`src/rtl/bb_v2_pkg.sv`:
```
// Shared state encoding and geometry for the 64x32 sram request sequencer.
package bb_v2_pkg;

    typedef enum logic [2:0] {
        ST_IDLE    = 3'd0,
        ST_RD      = 3'd1,
        ST_RDCAP   = 3'd2,
        ST_WR      = 3'd3,
        ST_RMW_RD  = 3'd4,
        ST_RMW_CAP = 3'd5,
        ST_RMW_WR  = 3'd6,
        ST_ACK     = 3'd7
    } state_t;

    localparam int V2_WORDS     = 64;
    localparam int V2_ADDR_BITS = $clog2(V2_WORDS);
    localparam int V2_REQ_AW    = 14;

    // Any request word-address bit above the implemented sram range is an error.
    localparam logic [V2_REQ_AW-1:0] V2_ERR_MASK = ~V2_REQ_AW'(V2_WORDS - 1);

endpackage

```
`src/rtl/bb_v2_merge.sv`:
```
// Byte-wise merge of sram read data with write data under byte enables.
// Purely combinational; no backpressure.
module bb_v2_merge (
    input  logic [31:0] old_dat,
    input  logic [31:0] new_dat,
    input  logic [3:0]  be,
    output logic [31:0] mrg_dat
);

    for (genvar n = 0; n < 4; n++) begin : g_byte
        assign mrg_dat[8*n +: 8] = be[n] ? new_dat[8*n +: 8] : old_dat[8*n +: 8];
    end

endmodule

```
`src/rtl/bb_v2_ctrl.sv`:
```
// Single-beat register-bus sequencer for the 64x32 sram; partial writes via read-modify-write.
// Latency: 1 clk write/ack, 2 clk read, 3 clk partial write; req_rdy only while idle.
module bb_v2_ctrl
    import bb_v2_pkg::*;
#(
    parameter int ADDR_BITS = V2_ADDR_BITS,
    parameter int ADDR_HI   = 15
) (
    input  logic                clk,
    input  logic                reset_l,
    input  logic                req_vld,
    output logic                req_rdy,
    input  logic                req_we,
    input  logic [ADDR_HI-2:0]  req_addr,
    input  logic [31:0]         req_wdata,
    input  logic [3:0]          req_be,
    output logic                rsp_vld,
    output logic [31:0]         rsp_data,
    output logic                rsp_err,
    output logic                v_me,
    output logic                v_we,
    output logic [ADDR_HI-2:0]  v_addr,
    output logic [31:0]         v_in,
    input  logic [31:0]         v_out
);

    localparam int AW = ADDR_HI - 1;
    localparam logic [AW-1:0] ERR_MASK = ~AW'((1 << ADDR_BITS) - 1);

    state_t          state_q;
    state_t          state_d;
    logic            acc;
    logic            addr_err;

    logic            lat_we;
    logic            lat_err;
    logic [3:0]      lat_be;
    logic [31:0]     lat_wdata;

    logic            v_me_d;
    logic            v_we_d;
    logic [AW-1:0]   v_addr_d;
    logic [31:0]     v_in_d;
    logic            rsp_vld_d;
    logic            rsp_err_d;
    logic [31:0]     rsp_data_d;
    logic [31:0]     mrg_dat;

    assign req_rdy  = (state_q == ST_IDLE);
    assign acc      = req_vld & req_rdy;
    assign addr_err = |(req_addr & ERR_MASK);

    bb_v2_merge u_merge (
        .old_dat (v_out),
        .new_dat (lat_wdata),
        .be      (lat_be),
        .mrg_dat (mrg_dat)
    );

    always_ff @(posedge clk or negedge reset_l) begin
        if (!reset_l) begin
            state_q <= ST_IDLE;
        end else begin
            state_q <= state_d;
        end
    end

    always_ff @(posedge clk or negedge reset_l) begin
        if (!reset_l) begin
            lat_we    <= 1'b0;
            lat_err   <= 1'b0;
            lat_be    <= 4'h0;
            lat_wdata <= 32'h0;
        end else if (acc) begin
            lat_we    <= req_we;
            lat_err   <= addr_err;
            lat_be    <= req_be;
            lat_wdata <= req_wdata;
        end
    end

    always_comb begin
        state_d = state_q;
        case (state_q)
            ST_IDLE: begin
                if (acc) begin
                    if (addr_err || (req_we && (req_be == 4'h0))) begin
                        state_d = ST_ACK;
                    end else if (!req_we) begin
                        state_d = ST_RD;
                    end else if (req_be == 4'hf) begin
                        state_d = ST_WR;
                    end else begin
                        state_d = ST_RMW_RD;
                    end
                end
            end
            ST_RD:      state_d = ST_RDCAP;
            ST_RMW_RD:  state_d = ST_RMW_CAP;
            ST_RMW_CAP: state_d = ST_RMW_WR;
            default:    state_d = ST_IDLE;
        endcase
    end

    // Next values of the registered sram and response outputs.
    always_comb begin
        v_me_d     = 1'b0;
        v_we_d     = 1'b0;
        v_addr_d   = v_addr;
        v_in_d     = v_in;
        rsp_vld_d  = 1'b0;
        rsp_err_d  = 1'b0;
        rsp_data_d = rsp_data;
        case (state_q)
            ST_IDLE: begin
                if ((state_d == ST_RD) || (state_d == ST_RMW_RD)) begin
                    v_me_d   = 1'b1;
                    v_addr_d = req_addr;
                end else if (state_d == ST_WR) begin
                    v_me_d   = 1'b1;
                    v_we_d   = 1'b1;
                    v_addr_d = req_addr;
                    v_in_d   = req_wdata;
                end
            end
            ST_RMW_CAP: begin
                v_me_d = 1'b1;
                v_we_d = 1'b1;
                v_in_d = mrg_dat;
            end
            ST_RDCAP: begin
                rsp_vld_d  = 1'b1;
                rsp_data_d = v_out;
            end
            ST_WR, ST_RMW_WR: begin
                rsp_vld_d = 1'b1;
            end
            ST_ACK: begin
                rsp_vld_d = 1'b1;
                rsp_err_d = lat_err;
                if (lat_err && !lat_we) begin
                    rsp_data_d = 32'h0;
                end
            end
            default: begin
            end
        endcase
    end

    always_ff @(posedge clk or negedge reset_l) begin
        if (!reset_l) begin
            v_me     <= 1'b0;
            v_we     <= 1'b0;
            v_addr   <= '0;
            v_in     <= 32'h0;
            rsp_vld  <= 1'b0;
            rsp_err  <= 1'b0;
            rsp_data <= 32'h0;
        end else begin
            v_me     <= v_me_d;
            v_we     <= v_we_d;
            v_addr   <= v_addr_d;
            v_in     <= v_in_d;
            rsp_vld  <= rsp_vld_d;
            rsp_err  <= rsp_err_d;
            rsp_data <= rsp_data_d;
        end
    end

endmodule

```
`config.mk`:
```
export PLATFORM = sky130hd
export DESIGN_NAME = bb_v2_ctrl
export DESIGN_NICKNAME = d
export VERILOG_FILES = /design/src/rtl/bb_v2_pkg.sv /design/src/rtl/bb_v2_merge.sv /design/src/rtl/bb_v2_ctrl.sv
export SDC_FILE = /design/constraint.sdc
export NUM_CORES = 1
export LEC_CHECK = 0
export BUFFER_PORTS_ARGS = -buffer_cell sky130_fd_sc_hd__buf_2
export CORE_UTILIZATION = 51
export DETAILED_ROUTE_END_ITERATION = 6
export PLACE_DENSITY_LB_ADDON = 0.1
export RECOVER_POWER = 100
export SYNTH_ARGS = -nofsm -noshare
export SYNTH_HDL_FRONTEND = slang
export SYNTH_SLANG_ARGS = --single-unit
```
`constraint.sdc`:
```
create_clock -name clk -period 2.7 [get_ports clk]
set_input_delay 0.54 -clock clk [delete_from_list [all_inputs] [get_ports clk]]
set_output_delay 0.54 -clock clk [all_outputs]
set_load 0.01 [all_outputs]
```
Yosys cells after proc, flatten, opt, wreduce, memory -nomap -nowiden --
Cells that the tools add are included.
Word-level totals: memories 0, bits in writable memories 0, word-level logic and storage cells 65, latch bits 0, register bits 123, memory bits (read-only) 0
Cells by class: $add $sub $neg 0, div/mod/pow operators 0, $mul 0, multiplexer cells 23, bitwise gates (word level) 1, shift-type cells 0, reduce and logical (&&, ||, !) cells 15, equal/unequal tests 14, order comparisons 0
Operator list (number):
- 32-bit case mux with 2 select lines | 2
- 32-bit two-way mux | 3
- 8-bit two-way mux | 4
- 14-bit two-way mux | 2
- 3-bit == test (second input constant) | 5
- 3-bit two-way mux | 4
- 3-bit case mux with 4 select lines | 1
- 3-bit by 2-bit == test with 1-bit output (second input constant) | 3
- 8-bit OR reduction | 1
- 3-bit by 1-bit == test with 1-bit output (second input constant) | 2
- 2-bit nonzero test | 3
- 1-bit two-way mux | 5
- 4-bit == test (second input constant) | 1
- 4-bit logical NOT | 1
- 2-bit != test (second input constant) | 2
- 1-bit case mux with 2 select lines | 2
- 2-bit AND reduction | 2
- 4-bit OR reduction | 1
- 3-bit logical NOT | 1
- 3-bit AND reduction | 1
- 1-bit logical AND | 2
- 1-bit logical OR | 2
- 2-bit by 1-bit != test with 1-bit output (second input constant) | 1
- 1-bit bitwise AND | 1
- 1-bit logical NOT | 1

Longest topological paths before layout --
depth after elaboration 10, depth in mapped cells 7, mapped depth without buffers 4

Modules after synthesis --
From an unflattened synthesis, not the netlist that was laid out.
Unflattened totals: cell total of the unflattened synthesis 510, area total of the unflattened synthesis 5569.1 um2
Modules (own cells, without submodules):
- bb_v2_ctrl | area each 5043.6 um2, times used 1, cells each 474
- bb_v2_merge | area each 525.5 um2, times used 1, cells each 36

Worst setup path before layout --
Ideal clock, no wire load.
path type input port to flip-flop, from in req_addr[11], to reg v_addr[4], setup time 0.128 ns, required time 2.572 ns, arrival time 1.823 ns, stages 5, path buffers 1, slack 0.750 ns, cells stage by stage nor4_1 > nand3_1 > nor2_2 > buf_2 > mux2_1
On the way: word-level cells in the longest chain between the ends 9, elaborated cells between the ends (all ways) 12, classes of those cells eq/ne: 3; mux: 4; reduce/logical: 5
Ends and longest elaborated chain:
- from (decl) | line bb_v2_ctrl.sv:14 | input logic [ADDR_HI-2:0] req_addr,
- 8-bit OR reduction * | line bb_v2_ctrl.sv:51 | assign addr_err = |(req_addr & ERR_MASK);
- 1-bit logical OR * | line bb_v2_ctrl.sv:87 | if (addr_err || (req_we && (req_be == 4'h0))) begin
- 3-bit two-way mux * | line bb_v2_ctrl.sv:87
- 3-bit two-way mux * | line bb_v2_ctrl.sv:86 | if (acc) begin
- 3-bit case mux with 4 select lines * | line bb_v2_ctrl.sv:84 | case (state_q)
- 3-bit by 1-bit == test with 1-bit output / 3-bit == test (equally long branches) | line bb_v2_ctrl.sv:116 | if ((state_d == ST_RD) || (state_d == ST_RMW_RD)) begin
- 1-bit logical OR | line bb_v2_ctrl.sv:116
- 2-bit nonzero test (no source line)
- 2-bit AND reduction (no source line)
- to (signal assigned) | line bb_v2_ctrl.sv:162 | v_addr <= v_addr_d;
- to (decl) | line bb_v2_ctrl.sv:22 | output logic [ADDR_HI-2:0] v_addr,
Mark *: on every way between the ends. The rest lies on a longest branch, timed or not. A chain may end at the register's enable or synchronous reset.

Final worst setup path --
from reg state_q[0], to reg v_addr[6]
On the way: word-level cells in the longest chain between the ends 8, elaborated cells between the ends (all ways) 14, classes of those cells eq/ne: 6; mux: 3; bitwise: 1; reduce/logical: 4
Ends and longest elaborated chain:
- from (decl) | line bb_v2_ctrl.sv:30 | state_t state_q;
- from (signal assigned) | line bb_v2_ctrl.sv:64 | state_q <= state_d;
- 3-bit logical NOT | line bb_v2_ctrl.sv:49, bb_v2_ctrl.sv:84, bb_v2_ctrl.sv:114
- 1-bit bitwise AND | line bb_v2_ctrl.sv:50 | assign acc = req_vld & req_rdy;
- 3-bit two-way mux | line bb_v2_ctrl.sv:86
- 3-bit case mux with 4 select lines | line bb_v2_ctrl.sv:84
- 3-bit by 1-bit == test with 1-bit output / 3-bit == test (equally long branches) | line bb_v2_ctrl.sv:116
- 1-bit logical OR | line bb_v2_ctrl.sv:116
- 2-bit nonzero test (no source line)
- 2-bit AND reduction (no source line)
Parallel ways exist; a longest one is shown, timed or not.

==> impl_metrics.toml <==
[status]
status = "finished, final reports clean"

[worst_setup_path]
crit_path_end_kind = "register"
critPathMaxStageDelay_ns = 0.61
crit_family = "simple AND/OR/NAND/NOR gates"
cp.depth = 5
path_cells = "nor4b_4, nand3_1, nor2_1, clkbuf_1, nor2b_1"
crit_fanout = 9
path_class = "register to register"
worst-r2r-cell-count = 5
worst-path-buf-inv = 1
arrival_ns = 2.67
cp-start-kind = "register"
cp_data_required_time_ns = 3.08
cpMaxStageDelayCell = "nor2_1"

[logic_synthesis]
synthesis.nets = 603
ys_seq_area_share_pct = 59.4
syn_inst = 517
synth_seq_cells = 123
yosysTopAreaCellShare_pct = 59.4
yosysUniqueCellTypes = 31
ys.warnings.count = 0
synth_area_leaders = "dfrtp_1 (59%), nand2_1 (13%), mux2i_1 (6.2%), a221o_1 (6.0%), o21ai_0 (3.4%)"
syn_area_um2 = 5180
synth_top_area_cell = "dfrtp_1"
syn_area_per_cell_um2 = 10.0

[timing]
period_share_pct = 84.7
min_period_ns = 2.29
slew_headroom_pct = 13.8
finalSetupViolCount = 0
postLayoutSetupSlackWorst_ns = 0.412
max_freq_mhz = 437
finClkSkew_ns = 0.00880
rsz0062_at_grt = "false"
finalMaxSlewViolations = 0
worstMarginPinSlew_ns = 1.29
hold_violations = 0
tns_ns = 0

[cts]
cts_buffer_depth = 2
cts_tree = "built"
clk_pin_slew_ns = 0.06
hold_buffers = 0
clk-insertion-delay-late_ns = 0.51
cts_resized = 0
cts_buffers = 17
cts_num_sinks = 123
root_buffer = "clkbuf_8"
post-cts-setup-buffer-count = 0
htree_levels = 4

[routing]
wl_per_cell_um = 15.6
via_per_inst = 5.23
ant_nets = 0
drcViolationCount = 0
drt-total-wl_um = 13000
dr.first_iter.drc_count = 134
dr.pass1.iters = 4
vias = 4337

[place]
place_inst = 798
gp_congestion = 0.869
port_buffers = 168
place_ws_ns = 0.199
dp.final_hpwl_um = 9070

[final_layout]
syn_to_final_growth_pct = 28.0
fillCellCount = 844
fin_nets = 770
layout_commonest_cell = "nand2_1"
layout_common_cells = "nand2_1 (178), dfrtp_1 (123), clkbuf_1 (92)"
drive_gt1_share_pct = 18.9
antenna_cells = 0
finalNonFillerCells = 830

[die]
dieWidth_um = 103
die_h_um = 103
dieArea_um2 = 10600
pin_count = 169
core_um2 = 9820
core.rowCount = 36
start_util_pct = 52.8

[power]
p_total_mw = 7.85
leakage_nw = 3.37
powerDensity_nw_per_um2 = 1180
peakVddDrop_mv = 0.565

[global_route]
grt_pass1_vias = 4157
antenna_found_initial = 0
grt_usage_pct = 26.5
grt_overflow = 0
grt_pass1_wl_um = 20700
grt_max_degree = 45

[job]
drv_cap = 0

[worst_hold_path]
hold_path_class = "input port to async pin"
## cell type report
type	count	area, µm²	share of cell area (%)
timing repair buffer	184	825	12.4
clock buffer	21	459	6.92
clock inverter	11	166	2.51
multi-input combinational	355	1930	29.1
tap	133	166	2.51
sequential	123	3080	46.4
inverter	3	11.3	0.170
## worst register-to-register path, delay by kind of cell, from the launching register on
kind          cells  cell delay, ns
simple gates      4            1.33
flops             1            0.48
buf+inv           1            0.35
## state kept, by name, summed over array words and instances (netlist names)
name       flops
lat_err        1
v_addr        14
rsp_vld        1
lat_be         4
rsp_err        1
v_we           1
state_q        3
lat_we         1
v_in          32
v_me           1
rsp_data      32
lat_wdata     32
## cell usage after synthesis
cell type and number:
nor4_1 3, or4_1 1, nor3_1 2, nand3_1 3
mux2_2 4, a31oi_4 1, and4b_1 1, a221o_1 31
a2111oi_0 1, nand2_1 178, clkbuf_1 22, dfrtp_1 123
nand4_1 1, a31oi_1 1, a22oi_1 1, nor4b_4 1
buf_2 7, buf_6 3, nor2b_1 8, nor2_2 1
mux2i_1 32, or2_2 2, nand2b_1 1, a21oi_1 2
and3_2 1, o21ai_0 35, mux2_1 2, buf_1 4
nor2_1 41, o21ai_1 1, inv_1 3
## report_power, final
part | leakage [nW] | switching (mW) | internal (mW)
combinational | 1.52 | 1.34 | 0.962
clock | 0.300 | 0.794 | 1.57
sequential | 1.55 | 0.571 | 2.62
total | 3.37 | 2.71 | 5.15
## cell families (layout without fill, tap and decap cells)
| group | Yosys count | in the layout | synth area share (%) |
|---|---|---|---|
| flip-flops | 123 | 123 | 59.4 |
| multiplexers | 38 | 38 | 7.48 |
| AND/OR/NAND/NOR | 244 | 244 | 19.2 |
| buffers and inverters | 39 | 219 | 3.43 |
| AO/OA/AOI/OAI | 73 | 73 | 10.5 |
## final timing paths
| kind | slack [ns] | end | start |
|---|---|---|---|
| setup / recovery | 0.41 | v_addr[6]$_DFFE_PN0P_ | state_q[0]$_DFF_PN0_ |
| hold reg to reg | 0.47 | rsp_data[30]$_DFFE_PN0P_ | rsp_data[30]$_DFFE_PN0P_ |
| setup reg to reg | 0.41 | v_addr[6]$_DFFE_PN0P_ | state_q[0]$_DFF_PN0_ |
| min in group clk | 0.24 | lat_wdata[9]$_DFFE_PN0N_ | req_wdata[9] |
| hold / removal | 0.23 | rsp_data[30]$_DFFE_PN0P_ | reset_l |
| max in group asynchronous | 0.79 | v_in[3]$_DFFE_PN0P_ | reset_l |
## through the flow
stage / utilization [%] / hold slack, ns / area (µm²)
after floorplan: - / 0.244 / 5180
after global placement: 62.9 / 0.452 / 6170
after detailed placement: 62.9 / 0.463 / 6170
after CTS: 69.2 / 0.0325 / 6800
after global routing: 67.5 / 0.226 / 6630
final: 67.5 / 0.227 / 6630
## metal layers
metal,GRT usage [%],share of wire [%],vias to the layer above
met2,41.4,49,155
li1,-,-,2077
met5,0,0,-
met3,6.31,5.5,25
met1,35.4,44,2080
met4,11.6,2.3,0
No activity file was read; power rests on OpenSTA's default activity.
